## src/rtl/mem_arb_pkg.sv

```systemverilog
// Shared types for the IFU/LSU memory-port arbiter: FSM states, bus width,
// reset polarity and the latched request record.
package mem_arb_pkg;

  localparam int unsigned REG_BUS = 32;
  localparam logic        RST_VAL = 1'b1;

  typedef logic [REG_BUS-1:0] reg_bus_t;

  typedef enum logic [1:0] {
    ARB_IDLE,
    ARB_REQ,
    ARB_WAIT,
    ARB_RESP
  } arb_state_e;

  typedef struct packed {
    logic       wen;
    reg_bus_t   addr;
    reg_bus_t   wdata;
    logic [7:0] wmask;
    logic [2:0] rmask;
  } mem_req_t;

  // Instruction fetches are always full-word reads.
  function automatic mem_req_t fetch_req(input reg_bus_t addr);
    mem_req_t r;
    r.wen   = 1'b0;
    r.addr  = addr;
    r.wdata = '0;
    r.wmask = '0;
    r.rmask = 3'b111;
    return r;
  endfunction

endpackage

```

## src/rtl/mem_arb_if.sv

```systemverilog
// Bundle of IFU, LSU and memory-side handshake signals of mem_arb.
// slave = arbiter view, master = surrounding core/memory view.
interface mem_arb_if;
  import mem_arb_pkg::*;

  logic       ifu_req_valid;
  logic       ifu_req_ready;
  reg_bus_t   ifu_addr;
  logic       ifu_resp_valid;
  reg_bus_t   ifu_rdata;
  logic       ifu_resp_err;

  logic       lsu_req_valid;
  logic       lsu_req_ready;
  logic       lsu_wen;
  reg_bus_t   lsu_addr;
  reg_bus_t   lsu_wdata;
  logic [7:0] lsu_wmask;
  logic [2:0] lsu_rmask;
  logic       lsu_resp_valid;
  reg_bus_t   lsu_rdata;
  logic       lsu_resp_err;

  logic       mem_req_valid;
  logic       mem_req_ready;
  logic       mem_wen;
  reg_bus_t   mem_addr;
  reg_bus_t   mem_wdata;
  logic [7:0] mem_wmask;
  logic [2:0] mem_rmask;
  logic       mem_resp_valid;
  reg_bus_t   mem_rdata;

  logic       busy;
  logic       owner_lsu;

  modport slave (
    input  ifu_req_valid, ifu_addr,
    output ifu_req_ready, ifu_resp_valid, ifu_rdata, ifu_resp_err,
    input  lsu_req_valid, lsu_wen, lsu_addr, lsu_wdata, lsu_wmask, lsu_rmask,
    output lsu_req_ready, lsu_resp_valid, lsu_rdata, lsu_resp_err,
    output mem_req_valid, mem_wen, mem_addr, mem_wdata, mem_wmask, mem_rmask,
    input  mem_req_ready, mem_resp_valid, mem_rdata,
    output busy, owner_lsu
  );

  modport master (
    output ifu_req_valid, ifu_addr,
    input  ifu_req_ready, ifu_resp_valid, ifu_rdata, ifu_resp_err,
    output lsu_req_valid, lsu_wen, lsu_addr, lsu_wdata, lsu_wmask, lsu_rmask,
    input  lsu_req_ready, lsu_resp_valid, lsu_rdata, lsu_resp_err,
    input  mem_req_valid, mem_wen, mem_addr, mem_wdata, mem_wmask, mem_rmask,
    output mem_req_ready, mem_resp_valid, mem_rdata,
    input  busy, owner_lsu
  );

endinterface

```

## src/rtl/mem_arb_timeout.sv

```systemverilog
// REQ+WAIT watchdog for mem_arb: cleared on grant, counts while a transaction
// is in flight, flags expiry in the TIMEOUT_CYCLES-th cycle.
module mem_arb_timeout #(
  parameter int unsigned TIMEOUT_CYCLES = 255,
  parameter int unsigned TO_CNT_W       = 8
) (
  input  logic clk,
  input  logic rst,
  input  logic clear,
  input  logic run,
  output logic expire
);

  localparam logic [TO_CNT_W-1:0] LIMIT = TO_CNT_W'(TIMEOUT_CYCLES - 1);

  logic [TO_CNT_W-1:0] cnt;

  always_ff @(posedge clk) begin
    if (rst || clear) begin
      cnt <= '0;
    end else if (run && cnt != LIMIT) begin
      cnt <= cnt + 1'b1;
    end
  end

  assign expire = run && (cnt == LIMIT);

endmodule

```

## src/rtl/mem_arb.sv

```systemverilog
// IFU/LSU arbiter and single-outstanding sequencer for the shared memory port.
// Optional transaction timeout enabled by defining ARB_TIMEOUT_EN.
module mem_arb #(
  parameter int unsigned TIMEOUT_CYCLES = 255,
  parameter int unsigned TO_CNT_W       = 8
) (
  input  logic    clk,
  input  logic    rst,
  mem_arb_if.slave bus
);
  import mem_arb_pkg::*;

  arb_state_e state;
  mem_req_t   req_q;
  logic       rst_on;
  logic       grant_lsu, grant_ifu;
  logic       done, expire, abort, finish;
  logic       mem_req_valid_q, busy_q, owner_lsu_q;
  logic       ifu_resp_valid_q, lsu_resp_valid_q;
  logic       ifu_resp_err_q, lsu_resp_err_q;
  reg_bus_t   ifu_rdata_q, lsu_rdata_q;

  assign rst_on = (rst == RST_VAL);

  // Acceptance is combinational so a requester sees ready in the cycle it is granted.
  always_comb begin
    grant_lsu = 1'b0;
    grant_ifu = 1'b0;
    if (state == ARB_IDLE && !rst_on) begin
      grant_lsu = bus.lsu_req_valid;
      grant_ifu = !bus.lsu_req_valid && bus.ifu_req_valid;
    end
  end

  assign done = (state == ARB_REQ  && bus.mem_req_ready && bus.mem_resp_valid) ||
                (state == ARB_WAIT && bus.mem_resp_valid);

`ifdef ARB_TIMEOUT_EN
  mem_arb_timeout #(
    .TIMEOUT_CYCLES (TIMEOUT_CYCLES),
    .TO_CNT_W       (TO_CNT_W)
  ) u_timeout (
    .clk    (clk),
    .rst    (rst_on),
    .clear  (grant_lsu || grant_ifu),
    .run    (state == ARB_REQ || state == ARB_WAIT),
    .expire (expire)
  );
`else
  logic unused_cfg;
  assign unused_cfg = ^{TIMEOUT_CYCLES, TO_CNT_W};
  assign expire     = 1'b0;
`endif

  // A completion in the same cycle as expiry takes precedence over the abort.
  assign abort  = expire && !done;
  assign finish = done || abort;

  always_ff @(posedge clk) begin
    if (rst_on) begin
      state            <= ARB_IDLE;
      req_q            <= '0;
      mem_req_valid_q  <= 1'b0;
      busy_q           <= 1'b0;
      owner_lsu_q      <= 1'b0;
      ifu_resp_valid_q <= 1'b0;
      lsu_resp_valid_q <= 1'b0;
      ifu_resp_err_q   <= 1'b0;
      lsu_resp_err_q   <= 1'b0;
      ifu_rdata_q      <= '0;
      lsu_rdata_q      <= '0;
    end else begin
      ifu_resp_valid_q <= 1'b0;
      lsu_resp_valid_q <= 1'b0;
      ifu_resp_err_q   <= 1'b0;
      lsu_resp_err_q   <= 1'b0;
      unique case (state)
        ARB_IDLE: begin
          if (grant_lsu || grant_ifu) begin
            req_q           <= grant_lsu ? mem_req_t'{wen:   bus.lsu_wen,
                                                      addr:  bus.lsu_addr,
                                                      wdata: bus.lsu_wdata,
                                                      wmask: bus.lsu_wmask,
                                                      rmask: bus.lsu_rmask}
                                         : fetch_req(bus.ifu_addr);
            owner_lsu_q     <= grant_lsu;
            mem_req_valid_q <= 1'b1;
            busy_q          <= 1'b1;
            state           <= ARB_REQ;
          end
        end
        ARB_REQ, ARB_WAIT: begin
          if (finish) begin
            mem_req_valid_q <= 1'b0;
            state           <= ARB_RESP;
            if (owner_lsu_q) begin
              lsu_resp_valid_q <= 1'b1;
              lsu_resp_err_q   <= !done;
              lsu_rdata_q      <= done ? bus.mem_rdata : '0;
            end else begin
              ifu_resp_valid_q <= 1'b1;
              ifu_resp_err_q   <= !done;
              ifu_rdata_q      <= done ? bus.mem_rdata : '0;
            end
          end else if (state == ARB_REQ && bus.mem_req_ready) begin
            mem_req_valid_q <= 1'b0;
            state           <= ARB_WAIT;
          end
        end
        ARB_RESP: begin
          busy_q <= 1'b0;
          state  <= ARB_IDLE;
        end
        default: state <= ARB_IDLE;
      endcase
    end
  end

  assign bus.ifu_req_ready  = grant_ifu;
  assign bus.lsu_req_ready  = grant_lsu;
  assign bus.mem_req_valid  = mem_req_valid_q;
  assign bus.mem_wen        = req_q.wen;
  assign bus.mem_addr       = req_q.addr;
  assign bus.mem_wdata      = req_q.wdata;
  assign bus.mem_wmask      = req_q.wmask;
  assign bus.mem_rmask      = req_q.rmask;
  assign bus.ifu_resp_valid = ifu_resp_valid_q;
  assign bus.ifu_rdata      = ifu_rdata_q;
  assign bus.ifu_resp_err   = ifu_resp_err_q;
  assign bus.lsu_resp_valid = lsu_resp_valid_q;
  assign bus.lsu_rdata      = lsu_rdata_q;
  assign bus.lsu_resp_err   = lsu_resp_err_q;
  assign bus.busy           = busy_q;
  assign bus.owner_lsu      = owner_lsu_q;

endmodule

```

## src/flat_wrapper.sv

```systemverilog
// flat-port wrapper written by rule: the top's interface ports become plain ports
module mem_arb_flat import mem_arb_pkg::*;
#(
  parameter int unsigned TIMEOUT_CYCLES = 255,
  parameter int unsigned TO_CNT_W       = 8
)
  (clk, rst, bus_ifu_req_valid, bus_ifu_addr, bus_ifu_req_ready, bus_ifu_resp_valid, bus_ifu_rdata, bus_ifu_resp_err, bus_lsu_req_valid, bus_lsu_wen, bus_lsu_addr, bus_lsu_wdata, bus_lsu_wmask, bus_lsu_rmask, bus_lsu_req_ready, bus_lsu_resp_valid, bus_lsu_rdata, bus_lsu_resp_err, bus_mem_req_valid, bus_mem_wen, bus_mem_addr, bus_mem_wdata, bus_mem_wmask, bus_mem_rmask, bus_mem_req_ready, bus_mem_resp_valid, bus_mem_rdata, bus_busy, bus_owner_lsu);
  mem_arb_if bus_i ();
  input  logic clk;
  input  logic rst;
  input wire logic [$bits(bus_i.ifu_req_valid)-1:0] bus_ifu_req_valid;
  input wire logic [$bits(bus_i.ifu_addr)-1:0] bus_ifu_addr;
  output wire logic [$bits(bus_i.ifu_req_ready)-1:0] bus_ifu_req_ready;
  output wire logic [$bits(bus_i.ifu_resp_valid)-1:0] bus_ifu_resp_valid;
  output wire logic [$bits(bus_i.ifu_rdata)-1:0] bus_ifu_rdata;
  output wire logic [$bits(bus_i.ifu_resp_err)-1:0] bus_ifu_resp_err;
  input wire logic [$bits(bus_i.lsu_req_valid)-1:0] bus_lsu_req_valid;
  input wire logic [$bits(bus_i.lsu_wen)-1:0] bus_lsu_wen;
  input wire logic [$bits(bus_i.lsu_addr)-1:0] bus_lsu_addr;
  input wire logic [$bits(bus_i.lsu_wdata)-1:0] bus_lsu_wdata;
  input wire logic [$bits(bus_i.lsu_wmask)-1:0] bus_lsu_wmask;
  input wire logic [$bits(bus_i.lsu_rmask)-1:0] bus_lsu_rmask;
  output wire logic [$bits(bus_i.lsu_req_ready)-1:0] bus_lsu_req_ready;
  output wire logic [$bits(bus_i.lsu_resp_valid)-1:0] bus_lsu_resp_valid;
  output wire logic [$bits(bus_i.lsu_rdata)-1:0] bus_lsu_rdata;
  output wire logic [$bits(bus_i.lsu_resp_err)-1:0] bus_lsu_resp_err;
  output wire logic [$bits(bus_i.mem_req_valid)-1:0] bus_mem_req_valid;
  output wire logic [$bits(bus_i.mem_wen)-1:0] bus_mem_wen;
  output wire logic [$bits(bus_i.mem_addr)-1:0] bus_mem_addr;
  output wire logic [$bits(bus_i.mem_wdata)-1:0] bus_mem_wdata;
  output wire logic [$bits(bus_i.mem_wmask)-1:0] bus_mem_wmask;
  output wire logic [$bits(bus_i.mem_rmask)-1:0] bus_mem_rmask;
  input wire logic [$bits(bus_i.mem_req_ready)-1:0] bus_mem_req_ready;
  input wire logic [$bits(bus_i.mem_resp_valid)-1:0] bus_mem_resp_valid;
  input wire logic [$bits(bus_i.mem_rdata)-1:0] bus_mem_rdata;
  output wire logic [$bits(bus_i.busy)-1:0] bus_busy;
  output wire logic [$bits(bus_i.owner_lsu)-1:0] bus_owner_lsu;
  assign bus_i.ifu_req_valid = bus_ifu_req_valid;
  assign bus_i.ifu_addr = bus_ifu_addr;
  assign bus_ifu_req_ready = bus_i.ifu_req_ready;
  assign bus_ifu_resp_valid = bus_i.ifu_resp_valid;
  assign bus_ifu_rdata = bus_i.ifu_rdata;
  assign bus_ifu_resp_err = bus_i.ifu_resp_err;
  assign bus_i.lsu_req_valid = bus_lsu_req_valid;
  assign bus_i.lsu_wen = bus_lsu_wen;
  assign bus_i.lsu_addr = bus_lsu_addr;
  assign bus_i.lsu_wdata = bus_lsu_wdata;
  assign bus_i.lsu_wmask = bus_lsu_wmask;
  assign bus_i.lsu_rmask = bus_lsu_rmask;
  assign bus_lsu_req_ready = bus_i.lsu_req_ready;
  assign bus_lsu_resp_valid = bus_i.lsu_resp_valid;
  assign bus_lsu_rdata = bus_i.lsu_rdata;
  assign bus_lsu_resp_err = bus_i.lsu_resp_err;
  assign bus_mem_req_valid = bus_i.mem_req_valid;
  assign bus_mem_wen = bus_i.mem_wen;
  assign bus_mem_addr = bus_i.mem_addr;
  assign bus_mem_wdata = bus_i.mem_wdata;
  assign bus_mem_wmask = bus_i.mem_wmask;
  assign bus_mem_rmask = bus_i.mem_rmask;
  assign bus_i.mem_req_ready = bus_mem_req_ready;
  assign bus_i.mem_resp_valid = bus_mem_resp_valid;
  assign bus_i.mem_rdata = bus_mem_rdata;
  assign bus_busy = bus_i.busy;
  assign bus_owner_lsu = bus_i.owner_lsu;
  mem_arb #(.TIMEOUT_CYCLES(TIMEOUT_CYCLES), .TO_CNT_W(TO_CNT_W)) u_core (.clk(clk), .rst(rst), .bus(bus_i));
endmodule
```

## config.mk

```make
export PLATFORM = sky130hd
export DESIGN_NAME = mem_arb_flat
export DESIGN_NICKNAME = d
export VERILOG_FILES = /design/src/rtl/mem_arb_pkg.sv /design/src/rtl/mem_arb_if.sv /design/src/rtl/mem_arb_timeout.sv /design/src/rtl/mem_arb.sv /design/src/flat_wrapper.sv
export SDC_FILE = /design/constraint.sdc
export NUM_CORES = 1
export LEC_CHECK = 0
export CAP_MARGIN = 20
export CORE_ASPECT_RATIO = 2
export CORE_UTILIZATION = 37
export DETAILED_ROUTE_END_ITERATION = 10
export HOLD_SLACK_MARGIN = 0.06
export PLACE_DENSITY = 0.74
export SETUP_SLACK_MARGIN = 0.02
export SLEW_MARGIN = 20
export SYNTH_ARGS = -nofsm -noshare
export SYNTH_HDL_FRONTEND = slang
export SYNTH_SLANG_ARGS = --single-unit
```

## constraint.sdc

```tcl
create_clock -name clk -period 1.9 [get_ports clk]
set_clock_uncertainty 0.15 [all_clocks]
set_input_delay 0.285 -clock clk [delete_from_list [all_inputs] [get_ports clk]]
set_output_delay 0.285 -clock clk [all_outputs]
set_load 0.01 [all_outputs]
```

==> impl_metrics.json, run 1 <==
{
  "drive_above_1_share": 0.121,
  "nNetsFinal": 1156,
  "drt_iter0_markers": 355,
  "grt.total_usage": 0.257,
  "post-route-period-util": 0.988,
  "required_ps": 1460,
  "ys_types": 33,
  "maxCapViolCount": 0,
  "synth_top_family_by_area": "compound AO/OA/AOI/OAI gates",
  "cpPeakStageDelay_ps": 580,
  "path_clk_slew_ps": 70,
  "relSlewSlack": 0.521,
  "start_kind": "flip-flop",
  "yosys_warnings": 0,
  "crit_chain": "clkdlybuf4s50_1",
  "n_antenna_cell": 0,
  "io_buffers": 294,
  "powerDensity_nw_per_um2": 1110,
  "crit_arrival_ps": 1440,
  "critPathTopFamily": "buffers and inverters",
  "cts_tree": "done",
  "yosysSeqAreaShare": 0.475,
  "cts.sinks": 149,
  "ir_worst_vdd_mv": 0.702,
  "cp-end-kind": "output pin",
  "fin_setup_tns_ps": 0,
  "clk_latency_ps": 410,
  "drc": 0,
  "clock.fmax_mhz": 532,
  "dr.pass1.iters": 7,
  "syn_to_final_growth_pct": 62.0,
  "row_count": 67,
  "synth_cells": 728,
  "grt_max_degree": 67,
  "p_leak_nw": 3.46,
  "power_mw": 11.3,
  "grt_setup_unrepaired": "yes",
  "pre_cts_slack_ps": -150,
  "netlist_area_um2": 6280,
  "die_w_um": 94.2,
  "setup_viol": 0,
  "die_h_um": 186,
  "synth.avg_cell_area_um2": 8.63,
  "critPathSlowestCell": "clkdlybuf4s50_1",
  "dp_hpwl_mm": 15.8,
  "cts_buffers": 17,
  "synth-simple-area-share": 0.203,
  "min_path_type": "input port to flip-flop",
  "fin_area_um2": 10200,
  "postLayoutCoreUtil": 0.610,
  "synthMuxAreaShare": 0.00319,
  "synth-seq-cells": 149,
  "gp_congestion": 0.820,
  "antenna_found_initial": 0,
  "boundaryPins": 295,
  "status": "finished, final reports clean",
  "synth-compound-area-share": 0.241,
  "routed_wl_mm": 22.5,
  "synth_fa_ha_area_frac": 0.00796,
  "vias": 6735,
  "worst_pin_slew_ps": 719,
  "regArea_um2": 2990,
  "synth_xor_area_frac": 0,
  "grt_pass1_vias": 6649,
  "holdWs_ps": 148,
  "slew_violations": 0,
  "synth_edf_count": 0,
  "fin_ws_ps": 22.0,
  "vias_per_cell": 5.49,
  "nFillCells": 1422,
  "finalCriticalPeriod_ps": 1880,
  "grt-ovfl-total": 0,
  "synth_ff_type": "dfxtp_1",
  "cp_max_fo": 2,
  "coreArea_um2": 16700,
  "place_area_um2": 9510,
  "ant_nets": 0,
  "multi_input_area_um2": 2910,
  "initial_core_util": 0.377,
  "cts-root-buf": "clkbuf_16",
  "hold_violations": 0,
  "grt_pass1_wl_mm": 34.7,
  "dp.cells": 1190,
  "async_flop_share": 0,
  "instances_no_fill": 1226,
  "wl_per_cell_um": 18.4,
  "die_area_um2": 17500,
  "critPathKind": "flip-flop to output pin",
  "htreeDepth": 4,
  "path_buf_inv": 1,
  "cts_buffer_depth": 2
}
flip-flops by register name, summed over array words and instances, names as in the netlist:
signal and cells:
u_core.bus.ifu_rdata 32, u_core.bus.lsu_rdata 32, u_core.bus.mem_addr 32, u_core.bus.mem_wdata 32
u_core.bus.mem_wmask 8, u_core.bus.mem_rmask 3, u_core.state 2, u_core.bus.busy 1
u_core.bus.ifu_resp_err 1, u_core.bus.ifu_resp_valid 1, u_core.bus.lsu_resp_err 1, u_core.bus.lsu_resp_valid 1
u_core.bus.mem_req_valid 1, u_core.bus.mem_wen 1, u_core.bus.owner_lsu 1
layer usage:
metal / wire length, um / GRT usage
met4: 1260 / 0.160
met1: 8140 / 0.267
met3: 1240 / 0.0513
met2: 11900 / 0.457
met5: 0 / 0
placed cells by master (no fill, tap or decap), types with 2 or more instances in the layout:
cell type,count
a21oi_1,106
a311oi_1,6
a311oi_2,26
buf_12,6
buf_4,40
buf_6,4
bufinv_16,3
clkbuf_1,2
clkbuf_16,17
clkdlybuf4s50_1,291
clkinv_2,4
clkinvlp_4,4
conb_1,2
dfxtp_1,146
dfxtp_2,3
ha_1,3
inv_1,3
inv_2,3
mux2i_1,2
nand2_1,111
nand3_1,41
nand4_1,65
nor2_1,36
nor3_1,6
o21ai_0,5
o31ai_1,64
where the power goes:
group	internal, mW	switching, mW	total, mW	leakage, nW
Sequential	3.47	0.198	3.67	1.21
Clock	2.10	1.38	3.48	0.282
Combinational	1.81	2.38	4.19	1.97
final timing paths:
kind,from,endpoint,slack (ps),cells past startpoint
max,u_core.bus.ifu_rdata[0],bus_ifu_rdata[0],20,1
min,rst,u_core.bus.mem_wdata[29],150,3
max reg2reg,u_core.state[0],u_core.bus.mem_req_valid,60,7
min reg2reg,u_core.bus.mem_wdata[6],u_core.bus.mem_wdata[6],310,2
cell usage after synthesis (all sizes together) (2+ instances only):
master  number  area, um2
dfxtp      149       2980
nand2      112        420
a21oi      107        536
nand4       65        407
o31ai       64        480
buf         47        263
nand3       41        205
clkbuf      37        139
nor2        36        135
a311oi      32        437
inv          6       22.5
nor3         6       30.0
o21ai        5       25.0
ha           4       50.1
a31oi        2       12.5
clkinv       2       10.0
mux2i        2       20.0
cell families after synthesis:
family / count (synthesis)
buf+inv: 92
flops: 149
compound gates: 213
fa+ha+maj: 4
simple gates: 267
mux: 2
other cells: 1
repair_timing:
item                                    4_1_cts  5_1_grt
buffers inserted                              4        0
endpoints found under the setup margin        7       25
gates resized for setup                      12        7
pin swaps                                     1        0
hold buffers                                  0        0
cell type report:
cell class,count,share of cell area
clock buffer,20,0.0439
clock inverter,12,0.0150
inverter,8,0.00332
multi-input combinational,488,0.286
sequential,149,0.293
tap,207,0.0254
timing repair buffer,342,0.333
tightest hold or removal path: cells and delay by family:
kind | cells | cell delay [ps]
buffers and inverters | 2 | 330
AOI/OAI and AO/OA | 1 | 60
Power figures use the tool's default switching activity.
==> run 2: changes to the inputs <==
Settings changed: CORE_UTILIZATION 37 to 45, PLACE_DENSITY 0.74 to 0.87.
Clock period 1.9 ns to 2.3 ns, I/O delays scaled along.
==> impl_metrics.json, run 2 (synthesized netlist as in run 1, its figures left out) <==
{
  "nNetsFinal": 1121,
  "boundaryPins": 295,
  "final_common_cell": "clkdlybuf4s50_1",
  "power_mw": 8.78,
  "n_antenna_cell": 0,
  "row_count": 60,
  "wl_per_cell_um": 18.8,
  "grt_pass1_vias": 6402,
  "holdWs_ps": 91.0,
  "gp_congestion": 0.930,
  "drive_above_1_share": 0.0833,
  "p_leak_nw": 3.27,
  "grt_setup_unrepaired": "no",
  "dr.pass1.iters": 5,
  "drc": 0,
  "vias_per_cell": 5.76,
  "fin_setup_tns_ps": 0,
  "ir_worst_vdd_mv": 0.540,
  "clock.fmax_mhz": 474,
  "clk_latency_ps": 410,
  "grt_max_degree": 136,
  "ant_nets": 0,
  "cts.sinks": 149,
  "critical_path.startpoint": "u_core.bus.owner_lsu",
  "cp_max_fo": 25,
  "status": "finished, final reports clean",
  "critPathKind": "flip-flop to output pin",
  "initial_core_util": 0.465,
  "timing.rr.start": "u_core.state[0]",
  "cpPeakStageDelay_ps": 590,
  "setup_viol": 0,
  "hold_violations": 0,
  "die_w_um": 85.6,
  "crit_arrival_ps": 1610,
  "critPathTopFamily": "buffers and inverters",
  "coreArea_um2": 13500,
  "htreeDepth": 4,
  "path_buf_inv": 2,
  "routed_wl_mm": 21.5,
  "dp_hpwl_mm": 14.5,
  "cts_buffers": 17,
  "relSlewSlack": 0.557,
  "timing.rr.end": "u_core.bus.lsu_rdata[21]",
  "start_kind": "flip-flop",
  "critPathSlowestCell": "clkdlybuf4s50_1",
  "cts_buffer_depth": 2,
  "grt.total_usage": 0.293,
  "vias": 6557,
  "layout_common_cells": "clkdlybuf4s50_1, dfxtp_1, nand2_1",
  "path_clk_slew_ps": 70,
  "die_h_um": 169,
  "cts_tree": "done",
  "die_area_um2": 14500,
  "syn_to_final_growth_pct": 56.0,
  "crit_end": "bus_owner_lsu",
  "slew_violations": 0,
  "path_depth": 2,
  "grt-ovfl-total": 0,
  "grt_pass1_wl_mm": 33.0,
  "antenna_found_initial": 0,
  "drt_iter0_markers": 280,
  "min_path_type": "input port to flip-flop",
  "io_buffers": 294,
  "powerDensity_nw_per_um2": 896,
  "finalCriticalPeriod_ps": 2110,
  "worst_pin_slew_ps": 665,
  "maxCapViolCount": 0,
  "reg2reg_depth": 6,
  "post-route-period-util": 0.916,
  "required_ps": 1800,
  "cts-root-buf": "clkbuf_16",
  "cp-end-kind": "output pin",
  "r2r_setup_slack_ps": 370,
  "crit_chain": "buf_4 > clkdlybuf4s50_1"
}
==> run 2: changes by cell type in the layout (fill, tap and decap cells not counted), sizes merged <==
| cell | before | now |
|---|---|---|
| bufinv | 3 | 0 |
| clkdlybuf4s15 | 1 | 0 |
| dlygate4sd2 | 0 | 2 |
| clkinv | 5 | 3 |
| clkinvlp | 4 | 5 |
| buf | 50 | 14 |
| inv | 8 | 13 |
| clkbuf | 20 | 19 |
==> run 2: layout make-up <==
class	count	area (um2)
Clock inverter	13	113
Inverter	8	32.5
Sequential cell	149	2980
Tap cell	155	194
Multi-Input combinational cell	488	2900
Timing Repair Buffer	307	3140
Clock buffer	19	443
Fill cell	979	3710
==> run 2: worst min-delay path by stage <==
stage,slack (ps),from,cells after the start,to
global placement,300,u_core.bus.mem_wmask[3],2,u_core.bus.mem_wmask[3]
detailed placement,310,u_core.bus.ifu_rdata[20],2,u_core.bus.ifu_rdata[20]
floorplan,320,u_core.state[1],2,u_core.state[1]
CTS,80,rst,2,u_core.bus.mem_addr[13]
global route,90,rst,2,u_core.bus.mem_addr[13]
finish,90,rst,2,u_core.bus.mem_addr[13]
==> run 2: metal layers <==
metal | vias to the layer above | part of all wire | GRT usage
met4 | 0 | 0.053 | 0.167
met3 | 63 | 0.066 | 0.0739
met2 | 285 | 0.53 | 0.523
met5 | - | 0 | 0
li1 | 3140 | - | -
met1 | 3069 | 0.35 | 0.306
==> run 2: worst register-to-register path, delay by kind of cell, from the launching register on <==
kind | cells | cell delay, ps
buf+inv | 2 | 360
compound gates | 1 | 210
simple gates | 2 | 450
flops | 1 | 390
fa+ha+maj | 1 | 310
==> run 2: power breakdown <==
part / total (mW) / switching [mW] / leakage (nW) / internal (mW)
combinational: 3.14 / 1.87 / 1.80 / 1.27
clock: 2.62 / 1.18 / 0.257 / 1.44
sequential: 3.02 / 0.162 / 1.21 / 2.86
==> run 2: per-stage QoR <==
step                      area [um2]   util  setup WS [ps]  instances
final                           9800  0.725            192       1139
after floorplan                 6290      -            541        729
after global placement          9240  0.684           75.9       1107
after global routing            9800  0.725            117       1139
after CTS                       9800  0.725            176       1139
after detailed placement        9240  0.684           47.2       1107
==> run 2: repair_timing <==
| action | 4_1_cts | 5_1_grt |
|---|---|---|
| hold buffers | 0 | 0 |
| hold endpoints to repair | 0 | 0 |
| buffers inserted | 0 | 0 |
| endpoints found under the setup margin | 2 | 0 |
| resized for setup | 4 | 0 |
==> run 3: changes to the inputs <==
--- a/config.mk
+++ b/config.mk
@@ -6,4 +6,5 @@
 export NUM_CORES = 1
 export LEC_CHECK = 0
+export ABC_CLOCK_PERIOD_IN_PS = 2300
 export CAP_MARGIN = 20
 export CORE_ASPECT_RATIO = 2
@@ -17,2 +18,3 @@
 export SYNTH_HDL_FRONTEND = slang
 export SYNTH_SLANG_ARGS = --single-unit
+export TNS_END_PERCENT = 5
--- a/constraint.sdc
+++ b/constraint.sdc
@@ -3,3 +3,3 @@
 set_input_delay 0.345 -clock clk [delete_from_list [all_inputs] [get_ports clk]]
 set_output_delay 0.345 -clock clk [all_outputs]
-set_load 0.01 [all_outputs]
+set_load 0.005 [all_outputs]
==> impl_metrics.json, run 3 (synthesized netlist as in run 1, its figures left out) <==
{
  "layout_common_cells": "clkdlybuf4s50_1, dfxtp_1, nand2_1",
  "io_buffers": 294,
  "clk_latency_ps": 400,
  "initial_core_util": 0.465,
  "syn_to_final_growth_pct": 57.9,
  "timing.rr.start": "u_core.state[1]",
  "grt_busiest_layer": "met2",
  "cp-end-kind": "output pin",
  "final_common_cell": "clkdlybuf4s50_1",
  "nNetsFinal": 1123,
  "critPathSlowestCell": "dfxtp_1",
  "drc": 0,
  "path_clk_slew_ps": 70,
  "critPathTopFamily": "buffers and inverters",
  "timing.rr.end": "u_core.bus.lsu_rdata[21]",
  "p_leak_nw": 3.35,
  "status": "finished, final reports clean",
  "whs_path_depth": 2,
  "cts_buffer_depth": 2,
  "setup_viol": 0,
  "grt-ovfl-total": 0,
  "antenna_found_initial": 0,
  "instances_no_fill": 1141,
  "powerDensity_nw_per_um2": 926,
  "die_area_um2": 14500,
  "cp_max_fo": 4,
  "boundaryPins": 295,
  "path_buf_inv": 3,
  "die_h_um": 169,
  "clock.fmax_mhz": 496,
  "n_antenna_cell": 0,
  "r2r_setup_slack_ps": 350,
  "htreeDepth": 4,
  "die_w_um": 85.6,
  "grt_max_degree": 140,
  "fin_setup_tns_ps": 0,
  "hold_violations": 0,
  "drive_above_1_share": 0.0852,
  "crit_arrival_ps": 1520,
  "vias_per_cell": 5.83,
  "use_met2": 0.516,
  "critical_path.startpoint": "u_core.state[0]",
  "critPathKind": "flip-flop to output pin",
  "relSlewSlack": 0.490,
  "worstHoldStart": "u_core.bus.ifu_rdata[10]",
  "cpPeakStageDelay_ps": 400,
  "crit_chain": "inv_2 > ha_4 > nand4bb_4 > clkinv_2 > dlygate4sd2_1",
  "grt_pass1_wl_mm": 33.3,
  "cts_buffers": 17,
  "min_path_type": "flip-flop to flip-flop",
  "routed_wl_mm": 21.7,
  "cts.sinks": 149,
  "grt.total_usage": 0.293,
  "reg2reg_depth": 6,
  "ant_nets": 0,
  "dp.cells": 1108,
  "grt_setup_unrepaired": "no",
  "worst_pin_slew_ps": 765,
  "vias": 6656,
  "ir_worst_vdd_mv": 0.680,
  "maxCapViolCount": 0,
  "wl_per_cell_um": 19.0,
  "dr.pass1.iters": 5,
  "required_ps": 1800,
  "use_met3": 0.0647,
  "grt_pass1_vias": 6446,
  "cts-root-buf": "clkbuf_16",
  "drt_iter0_markers": 461,
  "post-route-period-util": 0.877,
  "coreArea_um2": 13500,
  "row_count": 60,
  "slew_violations": 0,
  "postCtsSetupBuffers": 0,
  "dp_hpwl_mm": 14.6,
  "start_kind": "flip-flop",
  "finalCriticalPeriod_ps": 2020,
  "grtUsageMet1": 0.311,
  "cts_tree": "done",
  "power_mw": 9.19,
  "hold_path_end": "u_core.bus.ifu_rdata[10]",
  "gp_congestion": 0.866
}
==> run 3: cell count changes in the layout (fill, tap and decap cells not counted), sizes merged <==
cell	delta
dlymetal6s2s	+1
dlygate4sd3	+1
dlygate4sd2	-1
buf	+1
bufinv	+5
inv	-2
clkinvlp	-3
==> run 3: layout make-up <==
class / instances / area (um2)
multi-input combinational: 488 / 2900
clock inverter: 13 / 220
inverter: 8 / 32.5
timing repair buffer: 309 / 3160
clock buffer: 19 / 433
fill: 978 / 3590
tap: 155 / 194
sequential: 149 / 2980
==> run 3: where the power goes <==
part	switching (mW)	internal, mW
Combinational	1.78	1.28
Sequential	0.168	2.86
Clock	1.14	1.95
==> run 3: how the worst max path moves through the flow <==
stage / to / slack [ps] / depth (start not counted)
after floorplan: u_core.bus.ifu_rdata[12] / 540 / 7
after global placement: bus_ifu_req_ready / 100 / 4
after detailed placement: bus_ifu_req_ready / 90 / 4
after CTS: bus_lsu_req_ready / 20 / 5
after global routing: bus_ifu_req_ready / 200 / 5
final: bus_ifu_req_ready / 280 / 5
==> run 3: layer usage <==
layer  up-vias  wire, um
li1       3142         -
met1      3098      7410
met2       355     11600
met3        61      1500
met4         0      1220
met5         -         0
==> run 3: what timing repair did <==
item | in CTS | in global routing
hold buffers | 1 | 0
resized for setup | 5 | 1
hold endpoints to repair | 4 | 0
endpoints found under the setup margin | 2 | 1
==> run 3: per-stage QoR <==
stage               hold WS [ps]  worst slack (ps)  utilization  instance area [um2]
floorplan                    314               541            -                 6290
global placement             302               102        0.684                 9240
detailed placement           309              85.2        0.684                 9240
CTS                          316              16.9        0.734                 9920
global route                 322               203        0.734                 9920
finish                       315               283        0.734                 9920
==> run 3: tightest hold or removal path: cells and delay by family, from the launching register on <==
family         cells  cell delay (ps)
flip-flops         1              310
AO/OA/AOI/OAI      2              120
